## config.mk

```make
export PLATFORM = sky130hd
export DESIGN_NAME = seg_scan_driver
export DESIGN_NICKNAME = d
export VERILOG_FILES = /design/src/rtl/seg_scan_driver.sv
export SDC_FILE = /design/constraint.sdc
export NUM_CORES = 1
export LEC_CHECK = 0
export ABC_AREA = 1
export BUFFER_PORTS_ARGS = -buffer_cell sky130_fd_sc_hd__buf_2
export CAP_MARGIN = 30
export CORE_MARGIN = 1.5
export CORE_UTILIZATION = 35
export CTS_CLUSTER_SIZE = 40
export DETAILED_ROUTE_END_ITERATION = 10
export GPL_TIMING_DRIVEN = 0
export PLACE_DENSITY = 0.54
export SYNTH_ARGS = -nofsm -noshare
export SYNTH_HDL_FRONTEND = slang
export SYNTH_SLANG_ARGS = --single-unit
export TNS_END_PERCENT = 100
```

## constraint.sdc

```tcl
create_clock -name clk -period 4.05 [get_ports clk]
set_input_delay 0.6075 -clock clk [delete_from_list [all_inputs] [get_ports clk]]
set_output_delay 0.6075 -clock clk [all_outputs]
set_load 0.01 [all_outputs]
```

## src/rtl/seg_scan_driver.sv

```systemverilog
// seg_scan_driver: time-multiplexed 8-digit seven-segment scanner.
// Drives the digit select of a downstream 3-to-8 decoder and the segment
// pattern of the selected digit. A new value is staged and only swapped into
// the display register on a frame boundary so a frame never shows two values.
//
// Handshake note: there is no valid/ready pair here. `load` is a one-cycle
// strobe that is always accepted; `sel_valid` qualifies sel/seg/dp and is
// meant to gate the decoder enable directly.
module seg_scan_driver #(
  parameter int CLK_DIV    = 50000,
  parameter int NUM_DIGITS = 8
) (
  input  logic        clk,
  input  logic        rst_n,
  input  logic        en,
  input  logic [31:0] value,
  input  logic        load,
  input  logic [7:0]  dp_mask,
  input  logic        blank_lz,
  output logic [2:0]  sel,
  output logic        sel_valid,
  output logic [6:0]  seg,
  output logic        dp,
  output logic        frame_done
);

  localparam int              PW         = (CLK_DIV > 1) ? $clog2(CLK_DIV) : 1;
  localparam logic [PW-1:0]   PRESC_LAST = PW'(CLK_DIV - 1);
  localparam logic [2:0]      IDX_LAST   = 3'(NUM_DIGITS - 1);

  logic [PW-1:0] presc_q, presc_d;
  logic [2:0]    idx_q, idx_d;
  logic [31:0]   stage_q, stage_d;
  logic [31:0]   disp_q, disp_d;
  logic          pend_q, pend_d;
  logic [2:0]    sel_q, sel_d;
  logic          sel_valid_q, sel_valid_d;
  logic [6:0]    seg_q, seg_d;
  logic          dp_q, dp_d;
  logic          frame_done_q, frame_done_d;

  logic          tick;
  logic          frame_tick;
  logic [3:0]    nib;
  logic          upper_zero;
  logic          blank;

  // Hex nibble to {g,f,e,d,c,b,a} glyph.
  function automatic logic [6:0] hex_glyph(input logic [3:0] n);
    case (n)
      4'h0: hex_glyph = 7'h3F;
      4'h1: hex_glyph = 7'h06;
      4'h2: hex_glyph = 7'h5B;
      4'h3: hex_glyph = 7'h4F;
      4'h4: hex_glyph = 7'h66;
      4'h5: hex_glyph = 7'h6D;
      4'h6: hex_glyph = 7'h7D;
      4'h7: hex_glyph = 7'h07;
      4'h8: hex_glyph = 7'h7F;
      4'h9: hex_glyph = 7'h6F;
      4'hA: hex_glyph = 7'h77;
      4'hB: hex_glyph = 7'h7C;
      4'hC: hex_glyph = 7'h39;
      4'hD: hex_glyph = 7'h5E;
      4'hE: hex_glyph = 7'h79;
      default: hex_glyph = 7'h71;
    endcase
  endfunction

  // Next-state: prescaler, digit index, staging/display registers and outputs.
  // Outputs are computed from the next index/display so they change on the
  // same edge as the index itself.
  always_comb begin
    presc_d    = presc_q;
    idx_d      = idx_q;
    tick       = 1'b0;
    frame_tick = 1'b0;
    if (en) begin
      if (presc_q == PRESC_LAST) begin
        presc_d = '0;
        tick    = 1'b1;
      end else begin
        presc_d = presc_q + 1'b1;
      end
    end
    if (tick) begin
      if (idx_q == IDX_LAST) begin
        idx_d      = 3'd0;
        frame_tick = 1'b1;
      end else begin
        idx_d = idx_q + 3'd1;
      end
    end

    stage_d = load ? value : stage_q;
    pend_d  = pend_q | load;
    disp_d  = disp_q;
    // A load in the very cycle of the frame tick goes straight to display.
    if (frame_tick && (pend_q || load)) begin
      disp_d = load ? value : stage_q;
      pend_d = 1'b0;
    end

    nib        = disp_d[{idx_d, 2'b00} +: 4];
    upper_zero = 1'b1;
    for (int i = 0; i < 8; i++) begin
      if ((i < NUM_DIGITS) && (3'(i) >= idx_d) && (disp_d[4*i +: 4] != 4'h0)) begin
        upper_zero = 1'b0;
      end
    end
    blank = blank_lz && (idx_d != 3'd0) && upper_zero;

    sel_d        = idx_d;
    sel_valid_d  = 1'b0;
    seg_d        = 7'h00;
    dp_d         = 1'b0;
    frame_done_d = frame_tick;
    if (en) begin
      sel_valid_d = 1'b1;
      seg_d       = blank ? 7'h00 : hex_glyph(nib);
      dp_d        = dp_mask[idx_d];
    end
  end

  // State and registered outputs.
  always_ff @(posedge clk or negedge rst_n) begin
    if (!rst_n) begin
      presc_q      <= '0;
      idx_q        <= 3'd0;
      stage_q      <= 32'h0;
      disp_q       <= 32'h0;
      pend_q       <= 1'b0;
      sel_q        <= 3'd0;
      sel_valid_q  <= 1'b0;
      seg_q        <= 7'h00;
      dp_q         <= 1'b0;
      frame_done_q <= 1'b0;
    end else begin
      presc_q      <= presc_d;
      idx_q        <= idx_d;
      stage_q      <= stage_d;
      disp_q       <= disp_d;
      pend_q       <= pend_d;
      sel_q        <= sel_d;
      sel_valid_q  <= sel_valid_d;
      seg_q        <= seg_d;
      dp_q         <= dp_d;
      frame_done_q <= frame_done_d;
    end
  end

  assign sel        = sel_q;
  assign sel_valid  = sel_valid_q;
  assign seg        = seg_q;
  assign dp         = dp_q;
  assign frame_done = frame_done_q;

endmodule

```

==> results of run 1 <==
[state kept, by name, summed over array words and instances (netlist names)]
name	cells
presc_q	16
frame_done	1
sel_valid	1
pend_q	1
stage_q	32
dp	1
disp_q	32
seg	7
sel	3
[per-stage QoR]
step           cell area (sq um)  hold slack (ps)  utilization, %  std cells
6_report                    5770              157            41.9        877
5_1_grt                     5770              175            41.9        877
4_1_cts                     5770              159            41.9        877
3_5_place_dp                5450              459            39.5        861
3_3_place_gp                5420              455            39.3        860
2_1_floorplan               4910              312               -        624
[worst max-delay path by stage]
stage	from	to	slack, ps	cells past startpoint
final	presc_q[0]$_DFFE_PN0P_	seg[3]$_DFF_PN0_	1010	21
after global routing	presc_q[0]$_DFFE_PN0P_	seg[3]$_DFF_PN0_	570	21
after CTS	presc_q[0]$_DFFE_PN0P_	seg[3]$_DFF_PN0_	980	21
after detailed placement	en	seg[3]$_DFF_PN0_	790	22
after global placement	en	seg[3]$_DFF_PN0_	820	22
after floorplan	en	seg[3]$_DFF_PN0_	1370	20
[power by group through the flow]
stage	sequential (mW)	combinational (mW)	clock, mW
2_1_floorplan	1.09	0.169	0
3_3_place_gp	1.09	0.246	0
3_5_place_dp	1.10	0.257	0
4_1_cts	1.08	0.258	0.930
5_1_grt	1.09	0.301	0.969
6_report	1.08	0.252	0.910
[placed cells by master (no fill, tap or decap), types with 2 or more instances in the layout]
cell type    n
dfrtp_1     94
nand2_4      6
buf_6        6
a211oi_1     2
nand2_1    238
nor2_1      55
nand3_1     77
nor4_1       3
nand2_2     17
inv_1       36
clkbuf_16    9
inv_2        6
clkbuf_8     4
xor2_1       5
clkbuf_1     4
nor3_1       6
xnor2_1      2
nor2_2       2
a21oi_1      7
ha_1         9
buf_2       64
buf_4        3
o21ai_0      5
nand4_1     14
nand3b_1     2
nor2_4      12
[area by class of cell]
class                           count  area (sq um)  area share, %
Sequential cell                    94          2350           40.8
Timing Repair Buffer               57           310           5.38
Inverter                           43           163           2.82
Tap cell                          180           225           3.91
Multi-Input combinational cell    467          2260           39.1
Clock buffer                       14           284           4.93
Clock inverter                      2          37.5          0.651
Buffer                             20           139           2.41
[logic make-up after synthesis]
logic type	count (synthesis)
DFF	94
xor gates and xnor gates	7
and+or+nand+nor	434
adders and majority gates	9
AOI/OAI and AO/OA	17
buffers and inverters	63
[routing by layer]
metal | track usage [%] | wire length [um] | up-vias
li1 | - | - | 2116
met4 | 6.69 | 280 | 0
met1 | 24.5 | 5760 | 1935
met5 | 0 | 0 | -
met2 | 28.6 | 5430 | 81
met3 | 4.18 | 606 | 21
==> impl_results.md, run 1 <==
* Routed WL at 12100 um
* Clk slew on worst S/H paths at 70 ps
* Die X at 121 um
* Syn nets at 678
* CTS max path bufs at 2
* Worst path cell trace: ha_1 > nand2_1 > inv_1 > nand2_1 > nor2_4 > nand2_4 > nand2_1 > nand2_2 > clkinv_2 > nand2_1 > inv_1 > nand2_1 > nand3_1 > nor2_4 > inv_1 > ha_1 > inv_1 > nand3_1 > nand3_1 > nand2_1 > nor2_1
* Pleak at 3.12 nW
* Delay-heaviest family, CP: simple AND/OR/NAND/NOR gates
* Number of global-route vias before repair at 4151
* Worst setup margin at 1010 ps
* Minimum clock period at 3040 ps
* Num ports at 58
* Reg2Reg Depth at 21
* Setup TNS Final at 0 ps
* Post-synthesis mux area share at 0%
* Seq pwr share at 48.2%
* DR WL/cell at 13.8 um
* Post-synthesis sequential area ratio at 47.9%
* Layout cells sized above 1 at 19.4%
* Top cells by area, synth: dfrtp_1, nand2_1, nand3_1, nor2_1, inv_1
* CTS tree: yes
* Synth area leader: dfrtp_1
* Clock Skew at 6.99 ps
* Detail Route Antenna Nets at 0
* Synth Area in Adders at 2.29%
* Clock root cell: clkbuf_16
* FMAX at 329 MHz
* CP most frequent cell: nand2_1
* Fillers at 1480
* WS Path Type: reg -> reg
* Worst slew pin tran at 414 ps
* Post-synthesis register bit count at 94
* All-Layer GR Usage at 18.2%
* Highest cell delay on the worst timing path at 410 ps
* Vias at 4153
* Post-CTS setup buffer count at 0
* Pre-CTS setup slack at 791 ps
* YS warnings at 0
* NetSw at 0.578 mW
* H-tree levels at 3
* Vias per cell at 4.74
* Post-synthesis compound-gate area fraction at 2.04%
* Setup Viol. Count Final at 0
* Internal Power at 1.66 mW
* Final period util at 75.0%
* Mapped cell area at 4910 sq um
* Core box area at 13800 sq um
* Reg-to-Reg Start: presc_q[0]$_DFFE_PN0P_
* Largest net degree at the start of global routing at 72
* Floorplan row count at 43
* Count of pins over their slew limit at 0
* Crit end category: flop
* Critical path's slowest cell: dfrtp_1
* CTS sink count at 94
* Main flop type after synthesis: dfrtp_1
* Fin. Hold Viols at 0
* Status: finished, final reports clean
* Port buffer count at 56
* Top-count cell post-synth: nand2_1
* Yosys cell types at 30
* Max IR drop VDD at 0.209 mV
* Number of diodes at 0
* DRT Pass-1 Iters at 4
* Crit-path max FO at 9
* Fraction of registers with async set/reset at 100%
* WP data required at 4330 ps
* First-pass GRT wire length at 20600 um
* DIE AREA at 14700 sq um
* Xor/xnor share of the synthesized area at 1.25%
* TritonCTS Buffers at 9
* Combinational Power Share at 11.2%
* Post-CTS Resized at 0
* Switching part of the total at 25.8%
* Largest family of logic cells by synthesized area: simple AND/OR/NAND/NOR gates
* Post-DP HPWL at 9100 um
* Max-cap violations at 0
* R2R Setup Slk at 1010 ps
* Tot Pwr at 2.24 mW
* Critical R2R Capture: seg[3]$_DFF_PN0_
* WP buf/inv at 5
* Total grt overflow at 0
* Initial drt markers at 275
* Synthesized area per cell at 7.87 sq um
* Yosys top cell area share at 47.9%
* Synth cell count leaders: nand2_1, dfrtp_1, nand3_1
* Starting Density at 35.6%
* Clock share of power at 40.6%
* Initial antenna violation count at 0
* Worst-skew pair later-pin latency at 350 ps
* Cells after synthesis at 624
* Cts hold-fix bufs at 0
* RSZ-0062 raised after global routing: no
* Hold WC Path Type: in -> async
* PD cells at 389 nW/um^2
* Die H at 121 um
* # DRC at 0
* Area Overhead vs Synth at 17.5%
* Critical Path AT at 3320 ps
* Slew Limit Headroom at 72.4%
* Post-synthesis simple-gate area fraction at 40.4%
* Post-synth EDFFs at 0
* Startpoint types: flop
* Final Net Count at 746
* Gpl congestion at 0.845
No activity file was read; power rests on OpenSTA's default activity.
==> inputs of run 2 (changes only) <==
Clock period 4.05 ns to 3.2 ns, I/O delays scaled along.
==> run 2 against run 1 <==
Net effect: clock power up 26%; worst setup slack worse by 630 ps; die area unchanged; final area up 0.95%; register-to-register slack worse by 630 ps; worst hold slack worse by 130 ps; sequential power up 26%; largest power group unchanged.
==> impl_results.md, run 2 (synthesis gave the netlist of run 1 again) <==
* Post-DP HPWL at 9100 um (unchanged)
* Num ports at 58 (unchanged)
* Number of global-route vias before repair at 4151 (unchanged)
* Clock root cell: clkbuf_16
* DRT Pass-1 Iters at 4 (unchanged)
* Largest registers: disp_q: 32 flops, stage_q: 32 flops, presc_q: 16 flops
* DIE AREA at 14700 sq um (unchanged)
* Status: finished, final reports clean
* First-pass GRT wire length at 20600 um (unchanged)
* Layout cells sized above 1 at 20.2% (+0.86 points)
* CTS max path bufs at 2 (unchanged)
* Core box area at 13800 sq um (unchanged)
* All-Layer GR Usage at 18.2% (unchanged)
* Count of pins over their slew limit at 0 (unchanged)
* Fin. Hold Viols at 0 (unchanged)
* Die H at 121 um (unchanged)
* Final Net Count at 751 (+0.67%)
* Worst setup margin at 381 ps (-630 ps)
* Post-layout util at 42.3% (+0.40 points)
* Gpl congestion at 0.845 (unchanged)
* Hold WC Path Type: in -> async
* Final period util at 88.1% (+13 points)
* Slew Limit Headroom at 72.4% (about the same)
* Worst-skew pair later-pin latency at 350 ps (about the same)
* Setup crit end: seg[3]$_DFF_PN0_
* Minimum clock period at 2820 ps (-220 ps)
* RSZ-0062 raised after global routing: no
* TritonCTS Buffers at 9 (unchanged)
* Floorplan row count at 43 (unchanged)
* PD cells at 488 nW/um^2 (+26%)
* Starting Density at 35.6% (unchanged)
* Port buffer count at 56 (unchanged)
* Setup TNS Final at 0 ps (unchanged)
* H-tree levels at 3 (unchanged)
* Area Overhead vs Synth at 18.6%
* Reg-to-Reg Start: presc_q[1]$_DFFE_PN0P_
* Setup Viol. Count Final at 0 (unchanged)
* WP data required at 3480 ps (-850 ps)
* Most frequent cells in the layout: nand2_1, dfrtp_1, nand3_1
* Largest net degree at the start of global routing at 72 (unchanged)
* Crit end category: flop
* Number of diodes at 0 (unchanged)
* Pleak at 3.15 nW (+0.79%)
* Total grt overflow at 0 (unchanged)
* Clock Skew at 6.56 ps (-0.428 ps)
* CTS tree: yes
* R2R Setup Slk at 380 ps (-630 ps)
* Crit-path max FO at 10 (+1)
* Tot Pwr at 2.84 mW (+27%)
* Commonest non-fill, non-tap cell in the layout: nand2_1
* Reg2Reg Depth at 20 (-4.8%)
* WHS at 29.5 ps (-127 ps)
* Max IR drop VDD at 0.270 mV (+29%)
* FMAX at 355 MHz (+7.8%)
* Critical R2R Capture: seg[3]$_DFF_PN0_
* # DRC at 0 (unchanged)
* DR WL/cell at 13.8 um (+0.20%)
* Clk slew on worst S/H paths at 70 ps (about the same)
* Startpoint types: flop
* Max-cap violations at 0 (unchanged)
* Routed WL at 12200 um (+0.77%)
* Pre-CTS setup slack at 68.8 ps (-723 ps)
* Initial antenna violation count at 0 (unchanged)
* Vias per cell at 4.72 (-0.30%)
* Crit path launch: presc_q[1]$_DFFE_PN0P_
* Die X at 121 um (unchanged)
* Detail Route Antenna Nets at 0 (unchanged)
* Initial drt markers at 234 (-15%)
* Worst slew pin tran at 414 ps (+0.0886 ps)
* CTS sink count at 94 (unchanged)
* Critical Path AT at 3100 ps (-220 ps)
* Vias at 4164 (+0.26%)
* WS Path Type: reg -> reg
[run 2: cell count changes in the layout (fill, tap and decap cells not counted), sizes merged]
cell    delta
clkinv     -1
inv        +1
buf        +5
[run 2: where the power goes]
| part | leakage, nW | switching (mW) | internal [mW] |
|---|---|---|---|
| combinational | 1.80 | 0.202 | 0.131 |
| clock | 0.155 | 0.454 | 0.692 |
| sequential | 1.20 | 0.0742 | 1.29 |
[run 2: area by class of cell]
type	count	area [sq um]
buffer	20	143
inverter	43	166
fill	1480	7950
clock buffer	14	284
multi-input combinational	467	2270
timing repair buffer	62	348
sequential	94	2350
clock inverter	2	37.5
tap	180	225
[run 2: worst min-delay path by stage]
stage               slack [ps]  depth (start not counted)              endpoint
floorplan                  180                          0   disp_q[0]$_DFF_PN0_
global placement           450                          2   disp_q[3]$_DFF_PN0_
detailed placement         410                          1  stage_q[9]$_DFF_PN0_
CTS                         30                          1  stage_q[9]$_DFF_PN0_
global route                50                          1  stage_q[9]$_DFF_PN0_
finish                      30                          1  stage_q[9]$_DFF_PN0_
[run 2: per-stage QoR]
stage,area (sq um),instances
finish,5820,882
CTS,5770,877
global placement,5420,860
floorplan,4910,624
detailed placement,5450,861
global route,5820,882
[run 2: routing by layer]
layer  wire [um]  GRT usage [%]
met1        5770           24.5
met2        5540           28.6
met3         568           4.18
met5           0              0
met4         280           6.69
[run 2: repair_timing]
item                                    in CTS  in global routing
endpoints found under the setup margin       0                  7
hold buffers                                 0                  0
setup buffers                                0                  5
gates resized for setup                      0                  6
[run 2: critical path, stage by stage (launching register included)]
cell     delay (ps)
dfrtp_1         370
ha_1            170
nand2_1         120
nor2_1          110
nand2_1          90
nor2_4          150
nand3_4         140
buf_6           180
buf_6           150
nand2_2          70
nand3_1          70
nand3_1          90
nand3_1         130
nor2_4          210
inv_1            90
ha_2            220
inv_1            80
nand3_1          80
nand3_1         100
nand2_1          60
nor2_1           80
==> inputs of run 3 (changes only) <==
Settings changed: CORE_UTILIZATION 35 to 40, CTS_BUF_LIST set to sky130_fd_sc_hd__clkbuf_8, PLACE_DENSITY 0.54 to 0.6.
==> run 3 against run 2 <==
Net effect: non-clock buffer count fell by 3; register-to-register slack got worse by 140 ps; core utilization increased by 4.8 points; clock-buffer cell count fell by 3; final area decreased by 2.8%; routed wire length shrank 5.9%; flip-flop and latch count stayed put; sequential power is essentially flat; fmax fell by 4.7%; largest cell class unchanged; highest routed layer unchanged.
==> impl_results.md, run 3 (synthesis gave the netlist of run 1 again) <==
* Status: finished, final reports clean
* Number of diodes at 0 (unchanged)
* DR WL/cell at 13.5 um (-1.9%)
* Clock root cell: clkbuf_8
* Max IR drop VDD at 0.370 mV (+37%)
* Detail Route Antenna Nets at 0 (unchanged)
* Largest registers: disp_q: 32 flops, stage_q: 32 flops, presc_q: 16 flops
* Number of global-route vias before repair at 4096 (-1.3%)
* WP data required at 3510 ps (+30 ps)
* DP Area at 5400 sq um (-0.76%)
* Fin. Hold Viols at 0 (unchanged)
* H-tree levels at 3 (unchanged)
* Commonest non-fill, non-tap cell in the layout: nand2_1
* Startpoint types: flop
* Slew Limit Headroom at 62.0% (-10 points)
* Pleak at 3.09 nW (-1.7%)
* Minimum clock period at 2960 ps (+140 ps)
* RSZ-0062 raised after global routing: no
* First-pass GRT wire length at 19300 um (-6.4%)
* Crit end category: flop
* Sequential Area at 2350 sq um (unchanged)
* CTS tree: yes
* Vias per cell at 4.88 (+3.3%)
* Setup TNS Final at 0 ps (unchanged)
* CTS max path bufs at 2 (unchanged)
* Num ports at 58 (unchanged)
* Final instance area at 5660 sq um (-2.8%)
* Die H at 114 um (-6.3%)
* Count of pins over their slew limit at 0 (unchanged)
* Tot Pwr at 2.58 mW (-9.1%)
* Cts hold-fix bufs at 0 (unchanged)
* Starting Density at 40.9% (+5.2 points)
* Clk slew on worst S/H paths at 90 ps (+20 ps)
* DIE AREA at 12900 sq um (-12%)
* Post-DP HPWL at 8710 um (-4.3%)
* Worst slew pin tran at 570 ps (+156 ps)
* Fillers at 1227 (-17%)
* Layout cells sized above 1 at 19.7% (-0.49 points)
* Die X at 114 um (-6.3%)
* PD cells at 457 nW/um^2 (-6.4%)
* Area Overhead vs Synth at 15.2%
* All-Layer GR Usage at 19.2% (+0.95 points)
* Post-layout util at 47.1% (+4.8 points)
* Routed WL at 11500 um (-5.9%)
* Total grt overflow at 0 (unchanged)
* TritonCTS Buffers at 9 (unchanged)
* Clock Skew at 12.8 ps (+6.24 ps)
* Initial antenna violation count at 0 (unchanged)
* Floorplan row count at 40 (-7.0%)
* Hold WC Path Type: in -> async
* Max-cap violations at 0 (unchanged)
* Crit-path max FO at 10 (unchanged)
* WS Path Type: reg -> reg
* Worst-skew pair later-pin latency at 370 ps (+20 ps)
* Initial drt markers at 237 (+1.3%)
* Worst setup margin at 241 ps (-140 ps)
* Critical Path AT at 3270 ps (+170 ps)
* Multi-input logic area at 2260 sq um (-0.44%)
* Setup Viol. Count Final at 0 (unchanged)
* Final Net Count at 748 (-0.40%)
* Core box area at 12000 sq um (-13%)
* CTS sink count at 94 (unchanged)
* Final period util at 92.5% (+4.4 points)
* Gpl congestion at 0.878 (+3.8%)
* Pre-CTS setup slack at 69.0 ps (+0.191 ps)
* Largest net degree at the start of global routing at 53 (-26%)
* FMAX at 338 MHz (-4.7%)
* Port buffer count at 56 (unchanged)
* Most frequent cells in the layout: nand2_1, dfrtp_1, nand3_1
* Vias at 4125 (-0.94%)
* DRT Pass-1 Iters at 5 (+1)
* # DRC at 0 (unchanged)
-- run 3: report_power, final --
group          total, mW  internal (mW)  switching, mW
sequential          1.37           1.29         0.0798
clock              0.896          0.482          0.413
combinational      0.321          0.124          0.196
-- run 3: what timing repair did --
item | 4_1_cts | 5_1_grt
gates resized for setup | 0 | 2
buffers inserted | 0 | 2
endpoints found under the setup margin | 0 | 4
-- run 3: per-layer routing --
metal | vias up | share of wire, % | track usage, %
li1 | 2122 | - | -
met3 | 12 | 3.9 | 5.53
met1 | 1908 | 47 | 24.7
met2 | 83 | 47 | 31.6
met4 | 0 | 2.1 | 5.42
met5 | - | 0 | 0
-- run 3: layout make-up --
cell class	instances	area share, %
clock inverter	5	1.44
inverter	43	2.90
buffer	20	2.52
tap	147	3.25
timing repair buffer	59	5.75
clock buffer	11	2.68
multi-input combinational	467	39.9
sequential	94	41.6
-- run 3: path summary, 6_finish.rpt --
| path | start | end | slack [ps] | cells past startpoint |
|---|---|---|---|---|
| worst min register to register | stage_q[26]$_DFF_PN0_ | stage_q[26]$_DFF_PN0_ | 470 | 2 |
| min in group clk | en | sel_valid$_DFF_PN0_ | 240 | 1 |
| max in group asynchronous | rst_n | presc_q[15]$_DFFE_PN0P_ | 2460 | 2 |
| worst min-delay path | rst_n | stage_q[1]$_DFF_PN0_ | 100 | 1 |
| worst max register to register | presc_q[0]$_DFFE_PN0P_ | seg[3]$_DFF_PN0_ | 240 | 20 |
| worst max-delay path | presc_q[0]$_DFFE_PN0P_ | seg[3]$_DFF_PN0_ | 240 | 20 |
-- run 3: critical path, cell delays in order, from the launching register on --
cell and delay, ps:
dfrtp_1 400, ha_1 180, nand2_1 120, nor2_1 110, nand2_1 90, nor2_4 180
nand3_4 140, buf_6 180, buf_6 160, nand2_1 60, nand2_1 90, nand2_1 80
nand3_1 130, nor2_4 220, inv_1 90, ha_1 270, inv_1 100, nand3_1 80
nand3_1 90, nand2_1 50, nor2_1 80
-- run 3: through the flow --
stage | hold slack, ps | cells
floorplan | 184 | 624
global placement | 455 | 827
detailed placement | 456 | 828
CTS | 101 | 844
global route | 115 | 846
finish | 99.3 | 846
